<file path="src/rtl/base12_alu_dispatcher.sv">
// Command front-end for base12_alu: buffers commands, issues them one at a time over
// enable/done, and returns tagged results. Define BASE12_DISP_OPCHECK_EN to reject opcodes > 8 locally.
module base12_alu_dispatcher #(
  parameter int CMD_DEPTH = 4,
  parameter int TAG_W     = 4,
  parameter int TIMEOUT   = 15
) (
  input  logic                         clk,
  input  logic                         reset,
  input  logic                         cmd_valid,
  output logic                         cmd_ready,
  input  logic [3:0]                   cmd_op,
  input  logic [31:0]                  cmd_a,
  input  logic [31:0]                  cmd_b,
  input  logic [TAG_W-1:0]             cmd_tag,
  output logic                         res_valid,
  input  logic                         res_ready,
  output logic [31:0]                  res_data,
  output logic [TAG_W-1:0]             res_tag,
  output logic                         res_err,
  output logic                         alu_enable,
  output logic [3:0]                   alu_operation,
  output logic [31:0]                  alu_operand_a,
  output logic [31:0]                  alu_operand_b,
  input  logic [31:0]                  alu_result,
  input  logic                         alu_done,
  output logic                         busy,
  output logic [$clog2(CMD_DEPTH):0]   fifo_count
);

  localparam int PTR_W = $clog2(CMD_DEPTH);
  localparam int CNT_W = PTR_W + 1;

  typedef enum logic [1:0] {
    S_IDLE,
    S_ISSUE,
    S_OUTPUT
  } state_t;

  typedef struct packed {
    logic [3:0]       op;
    logic [31:0]      a;
    logic [31:0]      b;
    logic [TAG_W-1:0] tag;
  } cmd_t;

  cmd_t             mem [CMD_DEPTH];
  cmd_t             head;
  logic [PTR_W-1:0] wr_ptr;
  logic [PTR_W-1:0] rd_ptr;
  logic [CNT_W-1:0] count;
  logic             push;
  logic             pop;

  state_t           state;
  state_t           state_next;
  logic [7:0]       watchdog;
  logic [TAG_W-1:0] tag_q;
  logic             head_illegal;
  logic             do_issue;
  logic             do_reject;
  logic             do_done;
  logic             do_abort;

  assign head       = mem[rd_ptr];
  assign cmd_ready  = (count != CNT_W'(CMD_DEPTH));
  assign push       = cmd_valid && cmd_ready;
  assign fifo_count = count;
  assign busy       = (state != S_IDLE) || (count != '0);

`ifdef BASE12_DISP_OPCHECK_EN
  assign head_illegal = (head.op > 4'd8);
`else
  assign head_illegal = 1'b0;
`endif

  // NOTE: the command storage carries no reset; count and pointers alone define which entries are valid.
  always_ff @(posedge clk) begin
    if (push) begin
      mem[wr_ptr] <= '{op: cmd_op, a: cmd_a, b: cmd_b, tag: cmd_tag};
    end
  end

  // NOTE: all sequential state uses non-blocking assignments so every register samples pre-edge values.
  always_ff @(posedge clk) begin
    if (reset) begin
      wr_ptr <= '0;
      rd_ptr <= '0;
      count  <= '0;
    end else begin
      if (push) wr_ptr <= wr_ptr + 1'b1;
      if (pop)  rd_ptr <= rd_ptr + 1'b1;
      case ({push, pop})
        2'b10:   count <= count + 1'b1;
        2'b01:   count <= count - 1'b1;
        default: count <= count;
      endcase
    end
  end

  always_ff @(posedge clk) begin
    if (reset) state <= S_IDLE;
    else       state <= state_next;
  end

  // NOTE: every combinational output gets a default first so no path can infer a latch.
  always_comb begin
    state_next = state;
    pop        = 1'b0;
    do_done    = 1'b0;
    do_abort   = 1'b0;
    case (state)
      S_IDLE: begin
        // A still-high done belongs to the previous operation; wait for the ALU to clear it.
        if (count != '0 && !alu_done) begin
          pop        = 1'b1;
          state_next = head_illegal ? S_OUTPUT : S_ISSUE;
        end
      end
      S_ISSUE: begin
        if (alu_done) begin
          do_done    = 1'b1;
          state_next = S_OUTPUT;
        end else if (watchdog == 8'(TIMEOUT)) begin
          do_abort   = 1'b1;
          state_next = S_OUTPUT;
        end
      end
      S_OUTPUT: begin
        if (res_ready) state_next = S_IDLE;
      end
      default: state_next = S_IDLE;
    endcase
  end

  assign do_issue  = pop && !head_illegal;
  assign do_reject = pop && head_illegal;

  always_ff @(posedge clk) begin
    if (reset) begin
      alu_enable    <= 1'b0;
      alu_operation <= '0;
      alu_operand_a <= '0;
      alu_operand_b <= '0;
      tag_q         <= '0;
      watchdog      <= '0;
      res_valid     <= 1'b0;
      res_data      <= '0;
      res_tag       <= '0;
      res_err       <= 1'b0;
    end else begin
      if (do_issue) begin
        alu_enable    <= 1'b1;
        alu_operation <= head.op;
        alu_operand_a <= head.a;
        alu_operand_b <= head.b;
        tag_q         <= head.tag;
        watchdog      <= '0;
      end else if (state == S_ISSUE) begin
        watchdog <= watchdog + 8'd1;
      end

      if (do_done) begin
        alu_enable <= 1'b0;
        res_valid  <= 1'b1;
        res_data   <= alu_result;
        res_tag    <= tag_q;
        res_err    <= 1'b0;
      end else if (do_abort) begin
        alu_enable <= 1'b0;
        res_valid  <= 1'b1;
        res_data   <= '0;
        res_tag    <= tag_q;
        res_err    <= 1'b1;
      end else if (do_reject) begin
        res_valid  <= 1'b1;
        res_data   <= '0;
        res_tag    <= head.tag;
        res_err    <= 1'b1;
      end else if (state == S_OUTPUT && res_ready) begin
        res_valid  <= 1'b0;
      end
    end
  end

endmodule

</file>
<file path="config.mk">
export PLATFORM = sky130hd
export DESIGN_NAME = base12_alu_dispatcher
export DESIGN_NICKNAME = d
export VERILOG_FILES = /design/src/rtl/base12_alu_dispatcher.sv
export SDC_FILE = /design/constraint.sdc
export NUM_CORES = 1
export LEC_CHECK = 0
export CAP_MARGIN = 20
export CORE_AREA = 2 2 224 160
export CTS_CLUSTER_DIAMETER = 100
export DETAILED_ROUTE_END_ITERATION = 6
export DIE_AREA = 0 0 226 162
export DONT_BUFFER_PORTS = 1
export PLACE_DENSITY = 0.67
export REMOVE_ABC_BUFFERS = 1
export SYNTH_ARGS = -nofsm -noshare
export SYNTH_HDL_FRONTEND = slang
export SYNTH_SLANG_ARGS = --single-unit
</file>
<file path="constraint.sdc">
create_clock -name clk -period 6.5 [get_ports clk]
set_input_delay 1.3 -clock clk [delete_from_list [all_inputs] [get_ports clk]]
set_output_delay 1.3 -clock clk [all_outputs]
set_load 0.01 [all_outputs]
</file>
==> flow_metrics.env, run 1 <==
export IMPL_syn_area_per_cell_sq_um=15.6
export IMPL_hold_violations=0
export IMPL_cts_path_max_buffers=3
export IMPL_wire_per_inst_um=23.0
export IMPL_setup_viol=0
export IMPL_clk_root_buffer_cell="clkbuf_16"
export IMPL_first_global_vias=8726
export IMPL_fin_crit_ns=3.15
export IMPL_setup_tns_ns=0
export IMPL_routed_wl_mm=34.1
export IMPL_dieWidth_um=226
export IMPL_synthTopCellsByArea="edfxtp_1, dfxtp_1, mux4_2"
export IMPL_drt_pass1_iter_count=4
export IMPL_cellPowerDensity_nw_per_um2=405
export IMPL_die_area_sq_um=36600
export IMPL_core_area_sq_um=34300
export IMPL_path_clk_slew_ns=0.06
export IMPL_cts_resized=0
export IMPL_cp_start_kind="input port"
export IMPL_post_synth_top_area_fraction_pct=55.1
export IMPL_slowest_delay_ns=0.65
export IMPL_ios=221
export IMPL_synth_area_sq_um=15700
export IMPL_cp_cell_sequence="or3_4, nor2_1, ha_1, inv_1, fa_1, xor2_1, or3_1, a21oi_1"
export IMPL_cp_data_arrival_time_ns=3.62
export IMPL_crit_fanout=76
export IMPL_place_ws_ns=2.79
export IMPL_status="finished, final reports clean"
export IMPL_hold_buffers=0
export IMPL_grt_pass1_wl_mm=52.1
export IMPL_fin_crit_sh_pct=48.5
export IMPL_rsz0062_at_grt="no"
export IMPL_ir_worst_vdd_uv=384
export IMPL_fillerInstances=2806
export IMPL_fin_skew_ns=0.0132
export IMPL_std_cell_rows=57
export IMPL_syn_instance_count=1009
export IMPL_cap_violations=0
export IMPL_vias=8583
export IMPL_max_clock_freq_mhz=317
export IMPL_vias_per_cell=5.79
export IMPL_drv_slew=0
export IMPL_ys_ff_latch=416
export IMPL_grt_total_usage_pct=18.7
export IMPL_multi_input_area_sq_um=4110
export IMPL_seqCellArea_sq_um=11200
export IMPL_cts_tree="done"
export IMPL_grt_max_degree=133
export IMPL_cts_buffers=40
export IMPL_cp_slowest_cell="or3_4"
export IMPL_gp_congestion=0.715
export IMPL_worst_slack_ns=3.35
export IMPL_endpoint_kind="register"
export IMPL_seq_area_frac_synth_pct=71.4
export IMPL_post_cts_buffers=0
export IMPL_die_h_um=162
export IMPL_rrSetupSlack_ns=3.49
export IMPL_drtAntennaViolNets=0
export IMPL_yosys_warnings=0
export IMPL_maxSlewHeadroom_pct=29.5
export IMPL_drive_gt1_share_pct=15.5
export IMPL_cts_sinks=416
export IMPL_antenna_found_initial=0
export IMPL_post_route_util_pct=50.8
export IMPL_drtIter0Drc=635
export IMPL_n_antenna_cell=0
export IMPL_dp_hpwl_mm=18.3
export IMPL_ys_types=45
export IMPL_clkLatencyLatePin_ns=0.54
export IMPL_yosysTopAreaCell="edfxtp_1"
export IMPL_path_class="input port to register"
export IMPL_total_leakage_power_nw=5.34
export IMPL_nNetsFinal=1094
export IMPL_htreeDepth=2
export IMPL_port_buffers=0
export IMPL_grt_overflow_total=0
export IMPL_area_growth_syn_to_layout_pct=11.0
export IMPL_worstHoldPathType="register to register"
export IMPL_required_ns=6.97
export IMPL_tightest_slew_ns=1.06
export IMPL_drcViolationCount=0
export IMPL_start_util_pct=45.8
-- synth_stat cells (all sizes together) --
master   number
o22ai         4
nor2          8
a21o          3
or4           2
nand4b        5
buf          30
nand3b        2
and3b         2
a2111oi       4
inv          11
nand2         6
edfxtp      288
nand3        77
nand4         1
xor2          3
a31o          1
dfxtp       128
or3           9
o31ai         2
nor4b         1
nand2b        5
o221a         1
a21oi       148
fa            1
clkbuf       54
o21ai        80
nor3          3
a311oi        1
mux4         72
or3b          1
and2          1
nor2b         5
xnor2         1
or4b          1
a31oi         1
a311o         4
ha            6
and3          4
a211oi       33
-- final cells by class --
| type | instances | area share (%) |
|---|---|---|
| Clock buffer | 48 | 6.04 |
| Tap cell | 472 | 3.39 |
| Timing Repair Buffer | 11 | 0.574 |
| Inverter | 11 | 0.237 |
| Multi-Input combinational cell | 498 | 23.6 |
| Sequential cell | 416 | 64.4 |
| Clock inverter | 26 | 1.79 |
-- power breakdown --
part	leakage, nW	internal, W	switching [W]
combinational	0.984	0.000470	0.000749
clock	0.668	0.00144	0.000970
sequential	3.68	0.00314	0.000296
-- registers in the layout, indices dropped and copies added, names as in the netlist --
| register | flops |
|---|---|
| fifo_count | 3 |
| watchdog | 8 |
| alu_operand_b | 32 |
| alu_operation | 4 |
| wr_ptr | 2 |
| tag_q | 4 |
| res_tag | 4 |
| state | 2 |
| res_err | 1 |
| mem | 288 |
| alu_enable | 1 |
| res_data | 32 |
| alu_operand_a | 32 |
| rd_ptr | 2 |
| res_valid | 1 |
-- cell families (layout without fill, tap and decap cells) --
| group | after synthesis | count (layout) | synth area share (%) |
|---|---|---|---|
| DFF | 416 | 416 | 71.4 |
| AOI/OAI and AO/OA | 282 | 282 | 9.97 |
| and+or+nand+nor | 133 | 133 | 4.83 |
| buffers and inverters | 95 | 96 | 2.64 |
| muxes | 72 | 72 | 10.3 |
| adders and majority gates | 7 | 7 | 0.606 |
| xor gates and xnor gates | 4 | 4 | 0.223 |
-- stage by stage --
step,hold slack (ns),cells,total power (W),instance area (sq um)
after global placement,0.463,1407,0.00470,16000
after floorplan,0.448,925,0.00430,15300
final,0.485,1482,0.00706,17400
after CTS,0.483,1481,0.00715,17400
after global routing,0.516,1482,0.00739,17400
after detailed placement,0.471,1407,0.00473,16000
-- final timing paths --
path	startpoint	endpoint	cells past startpoint
setup reg to reg	state[0]	fifo_count[2]	8
hold / removal	watchdog[7]	watchdog[7]	2
setup / recovery	alu_done	fifo_count[2]	8
hold reg to reg	watchdog[7]	watchdog[7]	2
-- cells in the final DEF, fill, tap and decap left out, types with 4 or more instances in the layout --
master	Yosys	layout
buf_4	1	10
a211oi_1	33	33
a311o_1	4	4
inv_1	11	11
and3_4	0	4
dfxtp_1	128	126
clkbuf_1	54	7
ha_1	6	6
clkbuf_16	0	42
edfxtp_1	288	288
o21ai_0	79	79
mux4_2	72	72
o22ai_1	4	4
or3_1	8	7
nand4b_1	5	5
clkinv_1	0	9
clkinv_2	0	5
nand2b_1	5	5
nor2b_1	5	5
nand2_1	6	6
bufinv_16	0	7
a2111oi_0	4	4
nand3_1	77	77
nor2_1	8	8
a21oi_1	148	148
-- worst max-delay path, delay by kind of cell --
family	cells	cell delay (ns)
adders and majority gates	2	0.63
and+or+nand+nor	3	1.30
buffers and inverters	1	0.06
AOI/OAI and AO/OA	1	0.14
xor gates and xnor gates	1	0.16
-- per-layer routing --
layer	GRT usage [%]	wire [um]	vias up
met1	23.8	13800	4362
met4	5.24	775	0
li1	-	-	3906
met2	30.4	16500	258
met5	0	0	-
met3	6.78	3000	57
Note: power is estimated with default switching activity, not from simulation.
==> inputs of run 2 (changes only) <==
==> constraint.sdc (replaced) <==
create_clock -name clk -period 3 [get_ports clk]
set_input_delay 0.6 -clock clk [delete_from_list [all_inputs] [get_ports clk]]
set_output_delay 0.6 -clock clk [all_outputs]
set_load 0.01 [all_outputs]
==> flow_metrics.env, run 2 (synthesized netlist as in run 1, its figures left out) <==
export IMPL_status="finished, final reports clean"
export IMPL_swShare_pct=29.0
export IMPL_rsz0062_at_grt="no"
export IMPL_vias=8667
export IMPL_grt_total_usage_pct=18.5
export IMPL_p_total_w=0.0150
export IMPL_start_util_pct=45.8
export IMPL_cp_start_kind="register"
export IMPL_first_global_vias=8732
export IMPL_p_int_w=0.0107
export IMPL_endpoint_kind="register"
export IMPL_worstHoldPathType="input port to register"
export IMPL_largest_register="mem"
export IMPL_port_buffers=0
export IMPL_layout_commonest_cell="edfxtp_1"
export IMPL_drtIter0Drc=689
export IMPL_power_frac_comb_pct=18.5
export IMPL_final_area_sq_um=17600
export IMPL_die_h_um=162
export IMPL_vias_per_cell=5.78
export IMPL_area_growth_syn_to_layout_pct=11.9
export IMPL_slowest_delay_ns=0.63
export IMPL_hold_violations=0
export IMPL_n_antenna_cell=0
export IMPL_cts_buffers=41
export IMPL_tightest_slew_ns=0.889
export IMPL_cp_data_arrival_time_ns=3.03
export IMPL_dieWidth_um=226
export IMPL_fillerInstances=2844
export IMPL_drcViolationCount=0
export IMPL_std_cell_rows=57
export IMPL_routed_wl_mm=33.6
export IMPL_total_leakage_power_nw=5.40
export IMPL_setup_tns_ns=0
export IMPL_cp_slowest_cell="or3b_2"
export IMPL_drt_pass1_iter_count=5
export IMPL_ir_worst_vdd_uv=523
export IMPL_clkLatencyLatePin_ns=0.54
export IMPL_ios=221
export IMPL_cp_top_family="simple AND/OR/NAND/NOR gates"
export IMPL_nNetsFinal=1111
export IMPL_path_clk_slew_ns=0.06
export IMPL_fin_crit_ns=2.57
export IMPL_place_area_sq_um=16300
export IMPL_dp_hpwl_mm=20.3
export IMPL_largest_reg_flops=288
export IMPL_required_ns=3.45
export IMPL_drive_gt1_share_pct=17.3
export IMPL_power_frac_clock_pct=32.8
export IMPL_cellPowerDensity_nw_per_um2=857
export IMPL_cp_cell_sequence="or3b_2, nand2_1, ha_1, inv_1, fa_1, xor2_1, or3_1, a21oi_1"
export IMPL_cts_tree="done"
export IMPL_cts_sinks=416
export IMPL_cts_resized=0
export IMPL_cts_path_max_buffers=3
export IMPL_drtAntennaViolNets=0
export IMPL_net_switching_power_w=0.00437
export IMPL_maxSlewHeadroom_pct=40.6
export IMPL_die_area_sq_um=36600
export IMPL_seqPwrFrac_pct=48.8
export IMPL_clk_root_buffer_cell="clkbuf_16"
export IMPL_drv_slew=0
export IMPL_rrSetupSlack_ns=0.43
export IMPL_cap_violations=0
export IMPL_layout_common_cells="edfxtp_1, a21oi_1, dfxtp_1"
export IMPL_antenna_found_initial=0
export IMPL_core_area_sq_um=34300
export IMPL_grt_max_degree=133
export IMPL_hold_buffers=0
export IMPL_fin_crit_sh_pct=85.7
export IMPL_grt_pass1_wl_mm=51.9
export IMPL_grt_overflow_total=0
export IMPL_path_class="register to register"
export IMPL_post_cts_buffers=0
export IMPL_crit_fanout=10
export IMPL_max_clock_freq_mhz=389
export IMPL_gp_congestion=0.751
export IMPL_dp_cells=1424
export IMPL_fin_skew_ns=0.0192
export IMPL_htreeDepth=2
export IMPL_worst_path_buf_inv=1
export IMPL_wire_per_inst_um=22.4
export IMPL_final_cells=1500
export IMPL_setup_viol=0
run 2: path summary, 6_finish.rpt:
path / cells past startpoint / end / start
max: 8 / fifo_count[2] / fifo_count[2]
max reg2reg: 8 / fifo_count[2] / fifo_count[2]
min: 1 / alu_operand_b[22] / reset
min reg2reg: 2 / watchdog[1] / watchdog[1]
run 2: layout make-up:
type | count | area, sq um | share of cell area [%]
inverter | 11 | 41.3 | 0.235
multi-input combinational | 498 | 4110 | 23.4
tap | 472 | 591 | 3.36
clock buffer | 59 | 1180 | 6.69
timing repair buffer | 27 | 303 | 1.72
sequential | 416 | 11200 | 63.9
clock inverter | 17 | 126 | 0.719
run 2: per-layer routing:
| metal | vias to the layer above | track usage, % | share of wire [%] |
|---|---|---|---|
| met3 | 66 | 5.12 | 7.6 |
| met5 | - | 0 | 0 |
| met2 | 271 | 29.5 | 47 |
| li1 | 3955 | - | - |
| met4 | 0 | 5.96 | 2.7 |
| met1 | 4375 | 24.8 | 43 |
run 2: power by group through the flow:
stage	clock, W	combinational, W	sequential (W)
6_report	0.00493	0.00278	0.00734
3_3_place_gp	0	0.00281	0.00745
3_5_place_dp	0	0.00284	0.00748
4_1_cts	0.00506	0.00285	0.00736
5_1_grt	0.00530	0.00309	0.00742
2_1_floorplan	0	0.00186	0.00746
run 2: stage by stage:
step                      worst slack [ns]  utilization [%]  hold slack (ns)
after floorplan                      -1.04                -            0.448
after global placement               0.489             47.4            0.463
final                                0.428             51.2            0.139
after detailed placement             0.460             47.4            0.472
after global routing                 0.312             51.2            0.110
after CTS                            0.416             51.2            0.116
==> inputs of run 3 (changes only) <==
==> constraint.sdc (replaced) <==
create_clock -name clk -period 2.6 [get_ports clk]
set_input_delay 0.52 -clock clk [delete_from_list [all_inputs] [get_ports clk]]
set_output_delay 0.52 -clock clk [all_outputs]
set_load 0.01 [all_outputs]
==> flow_metrics.env, run 3 (synthesized netlist as in run 1, its figures left out) <==
export IMPL_drtAntennaViolNets=0
export IMPL_cts_sinks=416
export IMPL_antenna_found_initial=0
export IMPL_cts_resized=0
export IMPL_p_total_w=0.0173
export IMPL_tightest_slew_ns=0.794
export IMPL_cap_violations=0
export IMPL_ios=221
export IMPL_clk_root_buffer_cell="clkbuf_16"
export IMPL_gp_congestion=0.722
export IMPL_worstHoldPathType="input port to register"
export IMPL_grt_overflow_total=0
export IMPL_grtUsageMet1_pct=25.3
export IMPL_met2_usage_pct=30.1
export IMPL_maxSlewHeadroom_pct=47.1
export IMPL_area_growth_syn_to_layout_pct=11.7
export IMPL_max_clock_freq_mhz=400
export IMPL_wire_per_inst_um=23.1
export IMPL_grt_max_degree=133
export IMPL_holdPathStages=1
export IMPL_rrSetupSlack_ns=0.29
export IMPL_grtUsageMet3_pct=5.39
export IMPL_drive_gt1_share_pct=16.8
export IMPL_layout_common_cells="edfxtp_1, a21oi_1, dfxtp_1"
export IMPL_drcViolationCount=0
export IMPL_grt_pass1_wl_mm=53.0
export IMPL_post_cts_buffers=0
export IMPL_net_switching_power_w=0.00498
export IMPL_htreeDepth=2
export IMPL_status="finished, final reports clean"
export IMPL_fin_skew_ns=0.0200
export IMPL_nNetsFinal=1109
export IMPL_cellPowerDensity_nw_per_um2=988
export IMPL_largest_reg_flops=288
export IMPL_seqPwrFrac_pct=48.8
export IMPL_drtIter0Drc=612
export IMPL_cts_tree="done"
export IMPL_total_leakage_power_nw=5.39
export IMPL_ff2ff_path_depth=8
export IMPL_fin_crit_sh_pct=96.1
export IMPL_die_area_sq_um=36600
export IMPL_place_area_sq_um=16300
export IMPL_grt_busiest_layer="met2"
export IMPL_die_h_um=162
export IMPL_r2r_start="fifo_count[0]"
export IMPL_cts_buffers=40
export IMPL_swShare_pct=28.7
export IMPL_crit_fanout=22
export IMPL_cp_start_kind="register"
export IMPL_cp_data_arrival_time_ns=1.98
export IMPL_fin_crit_ns=2.50
export IMPL_power_frac_comb_pct=19.2
export IMPL_holdPathEnd="alu_operand_b[23]"
export IMPL_endpoint_kind="primary output"
export IMPL_dieWidth_um=226
export IMPL_port_buffers=0
export IMPL_hold_buffers=0
export IMPL_vias=8691
export IMPL_hold_violations=0
export IMPL_r2r_end="fifo_count[2]"
export IMPL_drt_pass1_iter_count=5
export IMPL_final_area_sq_um=17500
export IMPL_hold_ws_ns=0.0670
export IMPL_core_area_sq_um=34300
export IMPL_routed_wl_mm=34.5
export IMPL_largest_register="mem"
export IMPL_setup_viol=0
export IMPL_n_antenna_cell=0
export IMPL_power_frac_clock_pct=32.0
export IMPL_ir_worst_vdd_uv=536
export IMPL_grt_total_usage_pct=18.9
export IMPL_vias_per_cell=5.81
export IMPL_cts_path_max_buffers=3
export IMPL_first_global_vias=8857
export IMPL_p_int_w=0.0124
export IMPL_rsz0062_at_grt="no"
export IMPL_worstHoldStart="reset"
export IMPL_required_ns=2.08
export IMPL_path_class="register to primary output"
export IMPL_layout_commonest_cell="edfxtp_1"
export IMPL_start_util_pct=45.8
export IMPL_drv_slew=0
export IMPL_path_clk_slew_ns=0.06
export IMPL_dp_hpwl_mm=20.1
export IMPL_std_cell_rows=57
export IMPL_clkLatencyLatePin_ns=0.53
## run 3: changes by cell type in the layout (fill, tap and decap cells not counted)
cell,change
clkinvlp_4,-2
clkinv_4,-5
inv_8,-1
buf_12,+3
bufinv_16,+2
clkinv_2,+5
inv_6,-1
clkinv_1,+4
clkbuf_16,-2
buf_4,-4
clkbuf_8,-1
clkbuf_1,-3
## run 3: how the worst max path moves through the flow
stage / from / end / cells past startpoint
after floorplan: rd_ptr[0] / alu_operand_a[0] / 3
after global placement: alu_done / fifo_count[2] / 8
after detailed placement: alu_done / fifo_count[2] / 8
after CTS: fifo_count[0] / busy / 2
after global routing: fifo_count[0] / busy / 2
final: fifo_count[0] / busy / 2
## run 3: critical path, stage by stage (launching register included)
cell,delay [ns]
dfxtp_1,0.42
or3_4,0.58
or3_1,0.44
## run 3: power groups by stage
stage / sequential (W) / clock [W] / combinational (W)
CTS: 0.00848 / 0.00570 / 0.00338
detailed placement: 0.00862 / 0 / 0.00337
floorplan: 0.00860 / 0 / 0.00214
finish: 0.00846 / 0.00555 / 0.00333
global placement: 0.00859 / 0 / 0.00334
global route: 0.00855 / 0.00594 / 0.00366
## run 3: cell type report
cell class	instances	area [sq um]
clock buffer	53	1100
clock inverter	19	148
fill	2817	16800
inverter	11	41.3
multi-input combinational	498	4110
sequential	416	11200
tap	472	591
timing repair buffer	26	333
## run 3: per-layer routing
layer  share of wire, %  vias to the layer above
li1                   -                     3942
met1                 43                     4464
met2                 48                      225
met3                7.2                       60
met4                2.3                        0
met5                  0                        -
## run 3: metrics by stage
stage	util, %	TNS, ns	instances	worst slack (ns)
6_report	51.1	0	1495	0.102
5_1_grt	51.1	0	1495	0.0526
4_1_cts	51.1	0	1495	0.0610
3_5_place_dp	47.5	0	1423	0.280
3_3_place_gp	47.5	0	1423	0.322
2_1_floorplan	-	-199.46	925	-1.44
